$ cat config.mk
export PLATFORM = sky130hd
export DESIGN_NAME = persiana_ctrl_multi
export DESIGN_NICKNAME = d
export VERILOG_FILES = /design/src/rtl/persiana_ctrl_multi.sv
export SDC_FILE = /design/constraint.sdc
export NUM_CORES = 1
export LEC_CHECK = 0
export BUFFER_PORTS_ARGS = -buffer_cell sky130_fd_sc_hd__buf_2
export CORE_ASPECT_RATIO = 1.4
export CORE_MARGIN = 1.5
export CORE_UTILIZATION = 30
export CTS_BUF_LIST = sky130_fd_sc_hd__clkbuf_4 sky130_fd_sc_hd__clkbuf_8
export DETAILED_ROUTE_END_ITERATION = 10
export PLACE_DENSITY = 0.46
export SYNTH_ARGS = -nofsm -noshare
export SYNTH_HDL_FRONTEND = slang
export SYNTH_SLANG_ARGS = --single-unit
$ cat constraint.sdc
create_clock -name clk -period 5.74 [get_ports clk]
set_input_delay 0.287 -clock clk [delete_from_list [all_inputs] [get_ports clk]]
set_output_delay 0.287 -clock clk [all_outputs]
set_load 0.01 [all_outputs]
$ cat src/rtl/persiana_ctrl_multi.sv
// -----------------------------------------------------------------------------------------------
// persiana_ctrl_multi
//
// Motorised-blind controller. Drives subir/bajar toward a target stop chosen either by a manual
// command or, in auto mode, by a two-bit light level sampled on every prescaler tick. The blind
// reports its position through one sensor per stop (index 0 = closed, NUM_POS-1 = open).
// A motion watchdog, an end-stop guard and a multi-sensor check latch the controller into FAULT.
// FAULT is left only by reset or by a new command.
//
// Optional feature: define PERSIANA_DEADTIME_EN to insert a DEAD state of DEAD_TK ticks on every
// direction reversal. Without it, a reversal costs a single IDLE clock with the motor off.
//
// Ports
//   clk        in   1        system clock
//   reseteo    in   1        asynchronous reset, active high
//   cmd_valid  in   1        one-clock command strobe
//   cmd_pos    in   POS_W    manual target, values >= NUM_POS clamp to NUM_POS-1
//   cmd_auto   in   1        with cmd_valid: 1 enters auto mode, 0 leaves it and loads cmd_pos
//   sensor     in   2        light level 00 closed, 01 middle, 10 open, 11 hold
//   pos_sens   in   NUM_POS  stop sensors, bit i = blind at stop i
//   subir      out  1        motor up (registered)
//   bajar      out  1        motor down (registered)
//   tick       out  1        one-clock pulse every PRESC_DIV clocks
//   busy       out  1        motor running or in reversal dead time (registered)
//   fault      out  1        controller in FAULT (registered)
//   cur_pos    out  POS_W    last stop seen by exactly one sensor (registered)
// -----------------------------------------------------------------------------------------------
module persiana_ctrl_multi #(
   parameter int unsigned NUM_POS    = 3,
   parameter int unsigned POS_W      = 2,
   parameter int unsigned PRESC_DIV  = 25000000,
   parameter int unsigned TIMEOUT_TK = 20,
   parameter int unsigned DEAD_TK    = 2
) (
   input  logic               clk,
   input  logic               reseteo,
   input  logic               cmd_valid,
   input  logic [POS_W-1:0]   cmd_pos,
   input  logic               cmd_auto,
   input  logic [1:0]         sensor,
   input  logic [NUM_POS-1:0] pos_sens,
   output logic               subir,
   output logic               bajar,
   output logic               tick,
   output logic               busy,
   output logic               fault,
   output logic [POS_W-1:0]   cur_pos
);

   localparam int unsigned PRESC_W = (PRESC_DIV > 1) ? $clog2(PRESC_DIV) : 1;
   localparam int unsigned TO_W    = (TIMEOUT_TK > 1) ? $clog2(TIMEOUT_TK) : 1;

   localparam logic [PRESC_W-1:0] PRESC_LAST = PRESC_W'(PRESC_DIV - 1);
   localparam logic [TO_W-1:0]    TO_LAST    = TO_W'(TIMEOUT_TK - 1);
   localparam logic [POS_W-1:0]   POS_MAX    = POS_W'(NUM_POS - 1);
   localparam logic [POS_W-1:0]   POS_MID    = POS_W'(NUM_POS / 2);

   if ((NUM_POS < 2) || (NUM_POS > 8) || ((2 ** POS_W) < NUM_POS) || (PRESC_DIV < 2) ||
       (TIMEOUT_TK < 1) || (DEAD_TK < 1)) begin : g_param_check
      $error("persiana_ctrl_multi: parameter out of range");
   end

   typedef enum logic [2:0] {
      StIdle,
      StUp,
      StDown,
      StFault
`ifdef PERSIANA_DEADTIME_EN
      , StDead
`endif
   } state_e;

   // ---------------------------------------------------------------------------------------------
   // Prescaler
   // ---------------------------------------------------------------------------------------------
   logic [PRESC_W-1:0] presc_q;

   always_ff @(posedge clk or posedge reseteo) begin
      if (reseteo) begin
         presc_q <= '0;
      end else if (presc_q == PRESC_LAST) begin
         presc_q <= '0;
      end else begin
         presc_q <= presc_q + PRESC_W'(1);
      end
   end

   assign tick = (presc_q == PRESC_LAST);

   // ---------------------------------------------------------------------------------------------
   // Position sensor decode
   // ---------------------------------------------------------------------------------------------
   logic [3:0]       sens_cnt;
   logic [POS_W-1:0] sens_idx;
   logic             sens_one;
   logic             sens_multi;

   always_comb begin
      sens_cnt = '0;
      sens_idx = '0;
      for (int unsigned i = 0; i < NUM_POS; i++) begin
         if (pos_sens[i]) begin
            sens_cnt = sens_cnt + 4'd1;
            sens_idx = POS_W'(i);
         end
      end
   end

   assign sens_one   = (sens_cnt == 4'd1);
   assign sens_multi = (sens_cnt > 4'd1);

   // ---------------------------------------------------------------------------------------------
   // Target, auto mode and current position
   // ---------------------------------------------------------------------------------------------
   logic [POS_W-1:0] target_q;
   logic             auto_q;
   logic [POS_W-1:0] cmd_clamp;
   logic [POS_W-1:0] light_target;

   assign cmd_clamp = (cmd_pos > POS_MAX) ? POS_MAX : cmd_pos;

   always_comb begin
      case (sensor)
         2'b00:   light_target = '0;
         2'b01:   light_target = POS_MID;
         default: light_target = POS_MAX;
      endcase
   end

   always_ff @(posedge clk or posedge reseteo) begin
      if (reseteo) begin
         target_q <= '0;
         auto_q   <= 1'b0;
         cur_pos  <= '0;
      end else begin
         // A command always beats a coincident auto tick.
         if (cmd_valid) begin
            if (cmd_auto) begin
               auto_q <= 1'b1;
            end else begin
               auto_q   <= 1'b0;
               target_q <= cmd_clamp;
            end
         end else if (tick && auto_q && (sensor != 2'b11)) begin
            target_q <= light_target;
         end
         if (sens_one) begin
            cur_pos <= sens_idx;
         end
      end
   end

   // ---------------------------------------------------------------------------------------------
   // Motion FSM
   // ---------------------------------------------------------------------------------------------
   state_e          state_q, state_d;
   logic [TO_W-1:0] to_q, to_d;
   logic            rev_up_q, rev_up_d;   // direction to take after a reversal pause
`ifdef PERSIANA_DEADTIME_EN
   localparam int unsigned DEAD_W = (DEAD_TK > 0) ? $clog2(DEAD_TK + 1) : 1;
   localparam logic [DEAD_W-1:0] DEAD_LAST = DEAD_W'(DEAD_TK);
   logic [DEAD_W-1:0] dead_q, dead_d;
`else
   logic            rev_q, rev_d;         // set for the single IDLE clock of a reversal
`endif

   logic at_target;
   logic tgt_above;
   logic tgt_below;
   logic to_expired;
   logic busy_d;

   assign at_target  = pos_sens[target_q];
   assign tgt_above  = (target_q > cur_pos);
   assign tgt_below  = (target_q < cur_pos);
   assign to_expired = tick && (to_q == TO_LAST);

   always_comb begin
      state_d  = state_q;
      to_d     = to_q;
      rev_up_d = rev_up_q;
`ifdef PERSIANA_DEADTIME_EN
      dead_d   = dead_q;
`else
      rev_d    = 1'b0;
`endif
      if (state_q == StFault) begin
         if (cmd_valid) begin
            state_d = StIdle;
         end
      end else if (sens_multi) begin
         state_d = StFault;
      end else begin
         case (state_q)
            StIdle: begin
`ifndef PERSIANA_DEADTIME_EN
               if (rev_q) begin
                  state_d = rev_up_q ? StUp : StDown;
                  to_d    = '0;
               end else
`endif
               if (tgt_above) begin
                  state_d = StUp;
                  to_d    = '0;
               end else if (tgt_below) begin
                  state_d = StDown;
                  to_d    = '0;
               end
            end
            StUp, StDown: begin
               if (at_target) begin
                  state_d = StIdle;
               end else if ((state_q == StUp) ? pos_sens[NUM_POS-1] : pos_sens[0]) begin
                  // Reached the mechanical end without passing the target.
                  state_d = StFault;
               end else if (to_expired) begin
                  state_d = StFault;
               end else if ((state_q == StUp) ? !tgt_above : !tgt_below) begin
                  // Target now lies behind us: pause with the motor off, then reverse.
                  rev_up_d = (state_q == StDown);
`ifdef PERSIANA_DEADTIME_EN
                  state_d  = StDead;
                  dead_d   = '0;
`else
                  state_d  = StIdle;
                  rev_d    = 1'b1;
`endif
               end else if (tick) begin
                  to_d = to_q + TO_W'(1);
               end
            end
`ifdef PERSIANA_DEADTIME_EN
            StDead: begin
               // The first tick seen only aligns to the tick grid, so DEAD_TK complete tick
               // periods elapse before the motor restarts.
               if (tick) begin
                  if (dead_q == DEAD_LAST) begin
                     state_d = rev_up_q ? StUp : StDown;
                     to_d    = '0;
                  end else begin
                     dead_d = dead_q + DEAD_W'(1);
                  end
               end
            end
`endif
            default: state_d = StIdle;
         endcase
      end
   end

   always_comb begin
      busy_d = (state_d == StUp) || (state_d == StDown);
`ifdef PERSIANA_DEADTIME_EN
      busy_d = busy_d || (state_d == StDead);
`endif
   end

   always_ff @(posedge clk or posedge reseteo) begin
      if (reseteo) begin
         state_q  <= StIdle;
         to_q     <= '0;
         rev_up_q <= 1'b0;
`ifdef PERSIANA_DEADTIME_EN
         dead_q   <= '0;
`else
         rev_q    <= 1'b0;
`endif
         subir    <= 1'b0;
         bajar    <= 1'b0;
         busy     <= 1'b0;
         fault    <= 1'b0;
      end else begin
         state_q  <= state_d;
         to_q     <= to_d;
         rev_up_q <= rev_up_d;
`ifdef PERSIANA_DEADTIME_EN
         dead_q   <= dead_d;
`else
         rev_q    <= rev_d;
`endif
         subir    <= (state_d == StUp);
         bajar    <= (state_d == StDown);
         busy     <= busy_d;
         fault    <= (state_d == StFault);
      end
   end

endmodule
Word level (Yosys, flattened, before mapping)
Index checks and enable logic that the tools add are counted.
Storage, ports and cells
  bits in registers: 44
  input bits: 11
  memories kept: 0
  output and inout port bits: 7
  memory bits (writable): 0
  word-level logic and storage cells: 102
  bits in read-only memories: 0
  bits in latches: 0
Cells by class
  equal/unequal tests: 18
  mux-type cells: 44
  shift operators: 0
  add/sub/neg operators: 4
  $lt $le $gt $ge: 5
  multipliers: 0
  bitwise operators: 5
  reductions and logical operators: 14
  div/mod/pow operators: 0
Operators with widths (count)
  2-to-1 mux 5 bit: 8
  2-to-1 mux 3 bit: 10
  adder 25 x 1 -> 25 bit (second input constant): 1
  == test 25 bit (second input constant): 1
  2-to-1 mux 25 bit: 1
  != test 2 bit (second input constant): 7
  2-to-1 mux 1 bit: 13
  == test 3 x 2 -> 1 bit (second input constant): 4
  2-to-1 mux 2 bit: 6
  one-hot mux 5 bit (2 select lines): 1
  AND reduction 9 bit: 1
  adder 4 x 1 -> 4 bit (second input constant): 2
  2-to-1 mux 4 bit: 2
  AND reduction 7 bit: 1
  == test 3 x 1 -> 1 bit (second input constant): 2
  one-hot mux 3 bit (2 select lines): 1
  adder 5 x 1 -> 5 bit (second input constant): 1
  == test 5 bit (second input constant): 1
  NOT 1 bit: 5
  == test 4 x 1 -> 1 bit (second input constant): 1
  greater-than comparator 4 x 1 -> 1 bit (second input constant): 1
  != test 4 bit (second input constant): 1
  one-hot mux 2 bit (2 select lines): 1
  nonzero test 2 bit: 2
  13 further kinds: 16

Depth between registers and ports, before layout
Gate-level depths: netlist of run 1.
  depth in word-level cells: 12
  gate-level depth with buffers: 8
  depth with buffers taken out: 8

Worst setup path before layout of run 1
No wires, ideal clock.
  path kind: register to register
  start point: register cur_pos[1]
  end point: register to_q[4]
  buffers on the path: 0
  setup time: 0.066 ns
  clock period less this slack: 2.171 ns
  path slack: 3.569 ns
  cell stages (with the launch flop): 9
  arrival time: 2.105 ns
  cells stage by stage: dfrtp_1 -> inv_1 -> ha_1 -> nor2b_1 -> or2_1 -> nor2_1 -> o2111ai_4 -> or4b_1 -> nand2_1
Between the ends
  cells in the longest elaborated chain, start to end: 5
  elaborated cells on any way between the ends: 11
  those cells by class: order compare (2); eq/ne (2); mux (4); reduce/logical (3)
Ends and longest elaborated chain
  start, declared: line 47  | output logic [POS_W-1:0] cur_pos
  start signal, assigned: line 148  | cur_pos <= sens_idx;
  less-than comparator 2 bit or greater-than comparator 2 bit (tied branches): line 175, 174
  logical NOT 1 bit: line 218  | end else if ((state_q == StUp) ? !tgt_above : !tgt_below) begin
  2-to-1 mux 1 bit: line 218
  != test 2 bit (no line)
  AND reduction 9 bit (no line)
  end signal, assigned: line 274  | to_q <= to_d;
  end, declared: line 157  | logic [TO_W-1:0] to_q, to_d;
Parallel ways exist; a longest one is shown, timed or not.
A chain may end at the register's enable or synchronous reset.

Worst setup path in the final report of run 1
  start point: register presc_q[0]
  end point: register rev_up_q
Between the ends
  cells in the longest elaborated chain, start to end: 4
Ends and longest elaborated chain
  start, declared: line 76  | logic [PRESC_W-1:0] presc_q;
  start signal, assigned: line 84  | presc_q <= presc_q + PRESC_W'(1);
  == test 25 bit: line 88  | assign tick = (presc_q == PRESC_LAST);
  logical AND 1 bit: line 176  | assign to_expired = tick && (to_q == TO_LAST);
  NOT 1 bit (no line)
  AND reduction 7 bit (no line)
  end signal, assigned: line 275  | rev_up_q <= rev_up_d;
  end, declared: line 158  | logic rev_up_q, rev_up_d;
Every way passes these cells.

==> flow_metrics.tcl, run 1 <==
set metrics [dict create \
    status "finished clean" \
    required_ps 5930 \
    maxCapViolCount 0 \
    yosys-top-cells-area "dfrtp_1 45%, xnor2_1 3.9%, nor2_1 3.7%" \
    max-slew-margin-rel_pct 37.6 \
    synth_top_cells_by_count "44 x dfrtp_1, 24 x nor2_1, 16 x nand3_1, 14 x nand2_1" \
    nFillCells 794 \
    fin_skew_ps 11.7 \
    core_mm2 0.00785 \
    antennaDiodeCount 0 \
    grt_pass1_wl_um 8600 \
    synthArstFlopShare_pct 100 \
    first_global_vias 1854 \
    holdWs_ps 177 \
    drc 0 \
    muxShareOfSynthArea_pct 3.87 \
    dr.first_iter.drc_count 50 \
    dp_slack_ps 3140 \
    cts_buffer_depth 2 \
    synth_xor_xnor_area_share_pct 7.13 \
    firstDrtPassIters 4 \
    fin_crit_sh_pct 45.0 \
    synth_compound_area_share_pct 11.7 \
    synth.largest_area_cell "dfrtp_1" \
    place_congestion 0.835 \
    power.density_mw_per_mm2 288 \
    arrival_ps 2780 \
    grtUsageTotal_pct 12.6 \
    start_kind "flop" \
    tightest_slew_ps 935 \
    die_h_um 110 \
    crit_type "flop to flop" \
    synth_area_per_cell_um2 10.1 \
    cts_setup_buffers 0 \
    vias_per_cell 4.98 \
    end_kind "flop" \
    htreeDepth 2 \
    synth_top_area_share_pct 44.8 \
    fp-row-count 38 \
    cp_cell_sequence "ha_1, nand2_1, or3_1, nor3_4, a41oi_2, and4_4, mux2_1" \
    synth.most_common_cell "dfrtp_1" \
    synthToLayoutAreaGrowth_pct 11.7 \
    insertion_delay_ps 300 \
    dp_hpwl_um 3630 \
    cts_resized 0 \
    nNetsFinal 278 \
    ys.flop_type "dfrtp_1" \
    vias 1799 \
    root_buffer "clkbuf_8" \
    final_cells 361 \
    final_util_pct 35.0 \
    critPathTopFamily "simple AND/OR/NAND/NOR gates" \
    combPwrFrac_pct 22.5 \
    p_leak_nw 1.20 \
    placed_cells 353 \
    setup_viol 0 \
    cp_slowest_stage_delay_ps 570 \
    r2r-start "presc_q[0]$_DFF_PP0_" \
    ir_drop_mv 0.119 \
    postSynthCellCount 243 \
    yosys.cell_types.count 61 \
    dieArea_mm2 0.00875 \
    switching_share_pct 31.5 \
    cts_tree "done" \
    switching_power_mw 0.249 \
    cp_slowest_cell "nor3_4" \
    start_util_pct 31.3 \
    yosysSeqAreaShare_pct 44.8 \
    crit_fanout 18 \
    cts_hold_buf 0 \
    min_period_ps 2580 \
    synth_edf_count 0 \
    path_clk_slew_ps 100 \
    rsz0062_at_grt "no" \
    power.share.sequential_pct 45.9 \
    numCtsBuffers 5 \
    worst-path-stages 7 \
    slew_viol_final 0 \
    hold_viol 0 \
    grt_max_degree 45 \
    die_width_um 79.5 \
    synth_top_family_by_area "simple AND/OR/NAND/NOR gates" \
    ant_nets 0 \
    layout-drive-gt1-share_pct 16.5 \
    synth_seq_cells 44 \
    fin_ws_ps 3160 \
    r2r_cells 7 \
    wl_um 4900 \
    reg2reg_to "rev_up_q$_DFFE_PP0P_" \
    clkPwrFrac_pct 31.5 \
    critPathBufInv 0 \
    reg2reg_slack_ps 3160 \
    yosysWarningCount 0 \
    synthesis.area_mm2 0.00246 \
    antenna_found_initial 0 \
    synth-simple-area-share_pct 25.0 \
    synth-adder-area-share_pct 3.87 \
    grt_overflow_total 0 \
    intPower_mw 0.541 \
    syn_nets 261 \
    io_buffers 17 \
    hold_path.class "input pin to asynchronous set/reset pin" \
    fin_setup_tns_ps 0 \
    clock-sinks 44 \
    io_pins 18 \
    wl_per_cell_um 13.6 \
    max_freq_ghz 0.387 \
]
## state kept, by name (all words and copies together) (netlist names)
signal	cells
to_q	5
target_q	2
busy	1
rev_q	1
auto_q	1
fault	1
state_q	3
rev_up_q	1
bajar	1
cur_pos	2
presc_q	25
subir	1
## cells by family after synthesis
kind of cell / after synthesis
compound gates: 40
xor+xnor: 20
fa+ha+maj: 7
buf+inv: 19
flops: 44
mux: 9
other cells: 1
simple gates: 103
## worst max path at each step
stage,start,to,slack (ps)
CTS,presc_q[0]$_DFF_PP0_,rev_up_q$_DFFE_PP0P_,3110
global route,presc_q[0]$_DFF_PP0_,rev_up_q$_DFFE_PP0P_,2980
detailed placement,presc_q[0]$_DFF_PP0_,rev_up_q$_DFFE_PP0P_,3140
finish,presc_q[0]$_DFF_PP0_,rev_up_q$_DFFE_PP0P_,3160
global placement,presc_q[0]$_DFF_PP0_,rev_up_q$_DFFE_PP0P_,3190
floorplan,cur_pos[1]$_DFFE_PP0P_,to_q[4]$_DFFE_PP0P_,3570
## power by group through the flow
stage	clock network, mW	logic (mW)	registers [mW]
2_1_floorplan	0	0.140	0.360
3_3_place_gp	0	0.179	0.371
3_5_place_dp	0	0.177	0.370
4_1_cts	0.259	0.178	0.364
5_1_grt	0.269	0.199	0.370
6_report	0.249	0.178	0.363
## layout by cell type (no fill, tap or decap), drive strengths merged, types with 2 or more instances in the layout
| cell type | instances |
|---|---|
| or2 | 2 |
| a41oi | 2 |
| o21ai | 12 |
| nand2 | 14 |
| nor2 | 25 |
| a31oi | 2 |
| nor4b | 2 |
| xnor2 | 11 |
| mux2i | 5 |
| nor2b | 2 |
| inv | 13 |
| dfrtp | 44 |
| buf | 17 |
| mux2 | 4 |
| nand4 | 7 |
| nor3 | 2 |
| xor2 | 9 |
| a21oi | 10 |
| clkbuf | 5 |
| and4 | 4 |
| and2 | 3 |
| nor3b | 3 |
| nand3 | 16 |
| ha | 6 |
| and3 | 7 |
| or3 | 7 |
| nand2b | 2 |
| o211ai | 2 |
| nor4 | 2 |
| o31ai | 2 |
## cell type report
| class | count | area [µm²] | share of cell area (%) |
|---|---|---|---|
| Clock buffer | 5 | 68.8 | 2.51 |
| Clock inverter | 3 | 46.3 | 1.69 |
| Inverter | 12 | 45.0 | 1.64 |
| Multi-Input combinational cell | 180 | 1270 | 46.4 |
| Sequential cell | 44 | 1100 | 40.1 |
| Tap cell | 100 | 125 | 4.56 |
| Timing Repair Buffer | 17 | 85.1 | 3.10 |
## per-layer routing
layer  wire length, µm  global-route usage (%)
met3               136                    2.63
met1              2060                    14.0
met4               124                    5.14
met5                 0                       0
met2              2580                    23.1
## per-stage QoR
stage,total power [mW],area [µm²]
4_1_cts,0.801,2740
5_1_grt,0.838,2740
3_5_place_dp,0.547,2630
6_report,0.791,2740
2_1_floorplan,0.501,2460
3_3_place_gp,0.550,2630
Note: power is estimated with default switching activity, not from simulation.
==> inputs of run 2 (changes only) <==
==> constraint.sdc (replaced) <==
create_clock -name clk -period 2.65 [get_ports clk]
set_input_delay 0.1325 -clock clk [delete_from_list [all_inputs] [get_ports clk]]
set_output_delay 0.1325 -clock clk [all_outputs]
set_load 0.01 [all_outputs]
==> run 2 against run 1 <==
Critical path depth rose by 1. Sequential power rose by 120%. Design area rose by 0.27%. Critical endpoint is now to_q[4]$_DFFE_PP0P_.
==> flow_metrics.tcl, run 2 (synthesis results as in run 1) <==
set metrics [dict create \
    crit_fanout 4 \
    io_buffers 17 \
    critPathTopFamily "compound AO/OA/AOI/OAI gates" \
    wl_per_cell_um 13.8 \
    ir_drop_mv 0.230 \
    grt_max_degree 45 \
    vias 1808 \
    cts_resized 0 \
    dp_hpwl_um 3690 \
    first_global_vias 1941 \
    ant_nets 0 \
    final_cells 365 \
    maxCapViolCount 0 \
    dpl-instance-area_mm2 0.00266 \
    grtUsageTotal_pct 13.1 \
    layout_common_cells "44 x dfrtp_1, 24 x nor2_1, 17 x buf_2" \
    final_common_cell "dfrtp_1" \
    p_leak_nw 1.22 \
    reg2reg_slack_ps 310 \
    critPathBufInv 1 \
    cp-endpoint "to_q[4]$_DFFE_PP0P_" \
    synthToLayoutAreaGrowth_pct 12.0 \
    final_area_mm2 0.00275 \
    intPower_mw 1.10 \
    r2r-start "cur_pos[1]$_DFFE_PP0P_" \
    cts_setup_buffers 0 \
    root_buffer "clkbuf_8" \
    wl_um 5050 \
    r2r_cells 8 \
    end_kind "flop" \
    grt_pass1_wl_um 8870 \
    cts_hold_buf 0 \
    slew_viol_final 0 \
    layout-drive-gt1-share_pct 17.7 \
    top_regs "presc_q (25), to_q (5), state_q (3)" \
    max_freq_ghz 0.427 \
    combPwrFrac_pct 23.7 \
    tightest_slew_ps 952 \
    cp_slowest_cell "or4b_1" \
    insertion_delay_ps 300 \
    power.density_mw_per_mm2 588 \
    hold_path.class "input pin to asynchronous set/reset pin" \
    die_width_um 79.5 \
    cts_buffer_depth 2 \
    switching_share_pct 32.2 \
    firstDrtPassIters 4 \
    cts_tree "done" \
    required_ps 2900 \
    core_mm2 0.00785 \
    vias_per_cell 4.95 \
    cp_slowest_stage_delay_ps 460 \
    clock-sinks 44 \
    start_kind "flop" \
    max-slew-margin-rel_pct 36.4 \
    cp_cell_sequence "inv_1, ha_1, nor2b_1, o21ai_0, a21oi_2, o211ai_1, or4b_1, nand2_1" \
    setup_viol 0 \
    nNetsFinal 282 \
    drc 0 \
    htreeDepth 2 \
    dieArea_mm2 0.00875 \
    fin_crit_sh_pct 88.4 \
    grt_overflow_total 0 \
    reg2reg_to "to_q[4]$_DFFE_PP0P_" \
    place_congestion 0.743 \
    clkPwrFrac_pct 27.7 \
    holdWs_ps 35.6 \
    power.share.sequential_pct 48.5 \
    fp-row-count 38 \
    numCtsBuffers 5 \
    start_util_pct 31.3 \
    nFillCells 832 \
    status "finished clean" \
    switching_power_mw 0.521 \
    antenna_found_initial 0 \
    crit_type "flop to flop" \
    placed_cells 357 \
    fin_setup_tns_ps 0 \
    largest_register_ffs 25 \
    regMostFlops "presc_q" \
    min_period_ps 2340 \
    startpoint "cur_pos[1]$_DFFE_PP0P_" \
    antennaDiodeCount 0 \
    total_power_mw 1.62 \
    hold_viol 0 \
    worst-path-stages 8 \
    io_pins 18 \
    die_h_um 110 \
    path_clk_slew_ps 90 \
    fin_skew_ps 4.50 \
    dr.first_iter.drc_count 97 \
    rsz0062_at_grt "no" \
    arrival_ps 2590 \
]
[run 2: cell types whose count changed in the layout (fill, tap and decap cells not counted)]
cell	previous run	this run
clkbuf_8	5	6
clkinvlp_4	1	0
inv_6	1	0
bufinv_16	1	0
buf_4	0	4
clkinv_2	0	2
[run 2: worst min path at each step]
stage               slack, ps  cells past startpoint                endpoint   startpoint
floorplan                 270                      1  cur_pos[0]$_DFFE_PP0P_  pos_sens[1]
global placement          390                      2      auto_q$_DFFE_PP0P_     cmd_auto
detailed placement        400                      2      auto_q$_DFFE_PP0P_     cmd_auto
CTS                        80                      2      auto_q$_DFFE_PP0P_     cmd_auto
global route               90                      2      auto_q$_DFFE_PP0P_     cmd_auto
finish                     40                      2     to_q[2]$_DFFE_PP0P_      reseteo
[run 2: power groups by stage]
stage	Combinational, mW	Clock (mW)	Sequential (mW)
finish	0.384	0.449	0.785
global route	0.438	0.495	0.798
floorplan	0.304	0	0.781
global placement	0.384	0	0.801
detailed placement	0.385	0	0.799
CTS	0.387	0.471	0.786
[run 2: layout make-up]
type / count / area (µm²) / area share (%)
Multi-Input combinational cell: 180 / 1270 / 46.2
Sequential cell: 44 / 1100 / 40.0
Tap cell: 100 / 125 / 4.55
Timing Repair Buffer: 21 / 115 / 4.19
Clock buffer: 6 / 82.6 / 3.00
Inverter: 12 / 45.0 / 1.64
Clock inverter: 2 / 10.0 / 0.364
[run 2: through the flow]
| stage | setup slack [ps] | util [%] |
|---|---|---|
| finish | 307 | 35.1 |
| detailed placement | 326 | 33.9 |
| global route | 101 | 35.1 |
| CTS | 310 | 35.1 |
| floorplan | 479 | - |
| global placement | 373 | 33.9 |
[run 2: layer usage]
layer	vias up	routed length (µm)	GRT usage [%]
li1	903	-	-
met1	875	2250	14.8
met2	20	2570	24.1
met3	10	122	2.14
met4	0	106	5.64
met5	-	0	0
==> inputs of run 3 (changes only) <==
==> constraint.sdc (replaced) <==
create_clock -name clk -period 2.26 [get_ports clk]
set_input_delay 0.113 -clock clk [delete_from_list [all_inputs] [get_ports clk]]
set_output_delay 0.113 -clock clk [all_outputs]
set_load 0.01 [all_outputs]
==> run 3 against run 2 <==
Power rose by 22%. Clock-buffer cell count did not move. Worst setup slack worse by 190 ps. Clock skew rose by 0.71 ps. Sequential power rose by 13%. Largest power group unchanged. Via count up 3.2%. Design area up 5.1%. Critical path depth is the same. Global-route usage rose by 0.54 points. Non-clock buffer count grew 14.
==> flow_metrics.tcl, run 3 (synthesis results as in run 1) <==
set metrics [dict create \
    vias_per_cell 4.92 \
    nNetsFinal 296 \
    die_width_um 79.5 \
    place_congestion 0.831 \
    htreeDepth 2 \
    grtUsageTotal_pct 13.6 \
    layout_common_cells "44 x dfrtp_1, 23 x nor2_1, 17 x buf_2, 17 x buf_4, 16 x nand3_1" \
    ff_latch_area_mm2 0.00110 \
    antennaDiodeCount 0 \
    clock-sinks 44 \
    grt_overflow_total 0 \
    start_util_pct 31.3 \
    ir_drop_mv 0.368 \
    max_freq_ghz 0.466 \
    wl_um 5220 \
    root_buffer "clkbuf_8" \
    hold_path.class "input pin to flop" \
    regMostFlops "presc_q" \
    dp_hpwl_um 3940 \
    ant_nets 0 \
    arrival_ps 2390 \
    setup_viol 0 \
    fp-row-count 38 \
    slew_viol_final 0 \
    firstDrtPassIters 4 \
    antenna_found_initial 0 \
    synthToLayoutAreaGrowth_pct 17.7 \
    core_mm2 0.00785 \
    final_common_cell "dfrtp_1" \
    dieArea_mm2 0.00875 \
    nFillCells 796 \
    path_clk_slew_ps 90 \
    start_kind "flop" \
    crit_type "flop to flop" \
    power.density_mw_per_mm2 680 \
    status "finished clean" \
    vias 1865 \
    wl_per_cell_um 13.8 \
    io_buffers 17 \
    layout-drive-gt1-share_pct 23.3 \
    p_leak_nw 1.28 \
    top_regs "presc_q (25), to_q (5), state_q (3)" \
    hold_viol 0 \
    multi_input_area_mm2 0.00130 \
    die_h_um 110 \
    io_pins 18 \
    required_ps 2500 \
    fin_setup_tns_ps 0 \
    grt_max_degree 19 \
    fin_skew_ps 5.21 \
    crit_fanout 6 \
    first_global_vias 1914 \
    insertion_delay_ps 300 \
    maxCapViolCount 0 \
    placed_cells 367 \
    dr.first_iter.drc_count 50 \
    largest_register_ffs 25 \
    cts_tree "done" \
    end_kind "flop" \
    fin_crit_sh_pct 95.0 \
    final_cells 379 \
    numCtsBuffers 5 \
    grt_pass1_wl_um 9230 \
    drc 0 \
    min_period_ps 2150 \
    cts_buffer_depth 2 \
]
-- run 3: final cells by class --
type / count / share of cell area (%)
timing repair buffer: 35 / 7.70
clock inverter: 2 / 0.519
sequential: 44 / 38.1
multi-input combinational: 180 / 45.0
inverter: 12 / 1.56
clock buffer: 6 / 2.86
tap: 100 / 4.33
-- run 3: timing repair --
action | 4_1_cts | 5_1_grt
hold buffers | 1 | 0
setup endpoints to repair | 0 | 9
setup buffers | 0 | 3
hold endpoints to repair | 16 | 0
resized for setup | 0 | 7
-- run 3: critical path: stages, from the launching register on --
cell and delay (ps):
dfrtp_1 380, inv_1 50, ha_1 310, nor2b_2 180, or2_1 240, nor2_2 180, o2111ai_4 150, or4b_1 520
nand2_1 70
-- run 3: per-stage QoR --
stage / utilization, % / hold slack (ps) / power (mW) / setup WS, ps / cell area, µm²
global placement: 34.8 / 132 / 1.44 / 45.0 / 2730
CTS: 36.2 / 66.6 / 1.97 / 29.1 / 2840
finish: 36.9 / 86.6 / 1.97 / 113 / 2890
floorplan: - / 253 / 1.27 / 88.7 / 2460
detailed placement: 34.8 / 130 / 1.43 / 41.8 / 2730
global route: 36.9 / 88.9 / 2.10 / -12.5 / 2890
-- run 3: routing by layer --
| layer | wire length, µm | vias up | part of all wire, % | global-route usage, % |
|---|---|---|---|---|
| met2 | 2800 | 24 | 54 | 25.1 |
| met1 | 2240 | 906 | 43 | 15.4 |
| met5 | 0 | - | 0 | 0 |
| li1 | - | 930 | - | - |
| met4 | 54 | 0 | 1.0 | 5.01 |
| met3 | 124 | 5 | 2.4 | 2.72 |
-- run 3: power breakdown --
group	leakage (nW)	internal, mW	switching [mW]
combinational	0.658	0.239	0.303
clock	0.0434	0.248	0.288
sequential	0.579	0.852	0.0362
-- run 3: path summary, 6_finish.rpt --
kind	startpoint	endpoint	slack [ps]	depth (start not counted)
max	cur_pos[1]$_DFFE_PP0P_	to_q[4]$_DFFE_PP0P_	110	8
min	cmd_auto	auto_q$_DFFE_PP0P_	90	2
max reg2reg	cur_pos[1]$_DFFE_PP0P_	to_q[4]$_DFFE_PP0P_	110	8
min reg2reg	presc_q[4]$_DFF_PP0_	presc_q[4]$_DFF_PP0_	510	1
max in group asynchronous	reseteo	presc_q[11]$_DFF_PP0_	1350	4
min in group asynchronous	reseteo	to_q[2]$_DFFE_PP0P_	340	3
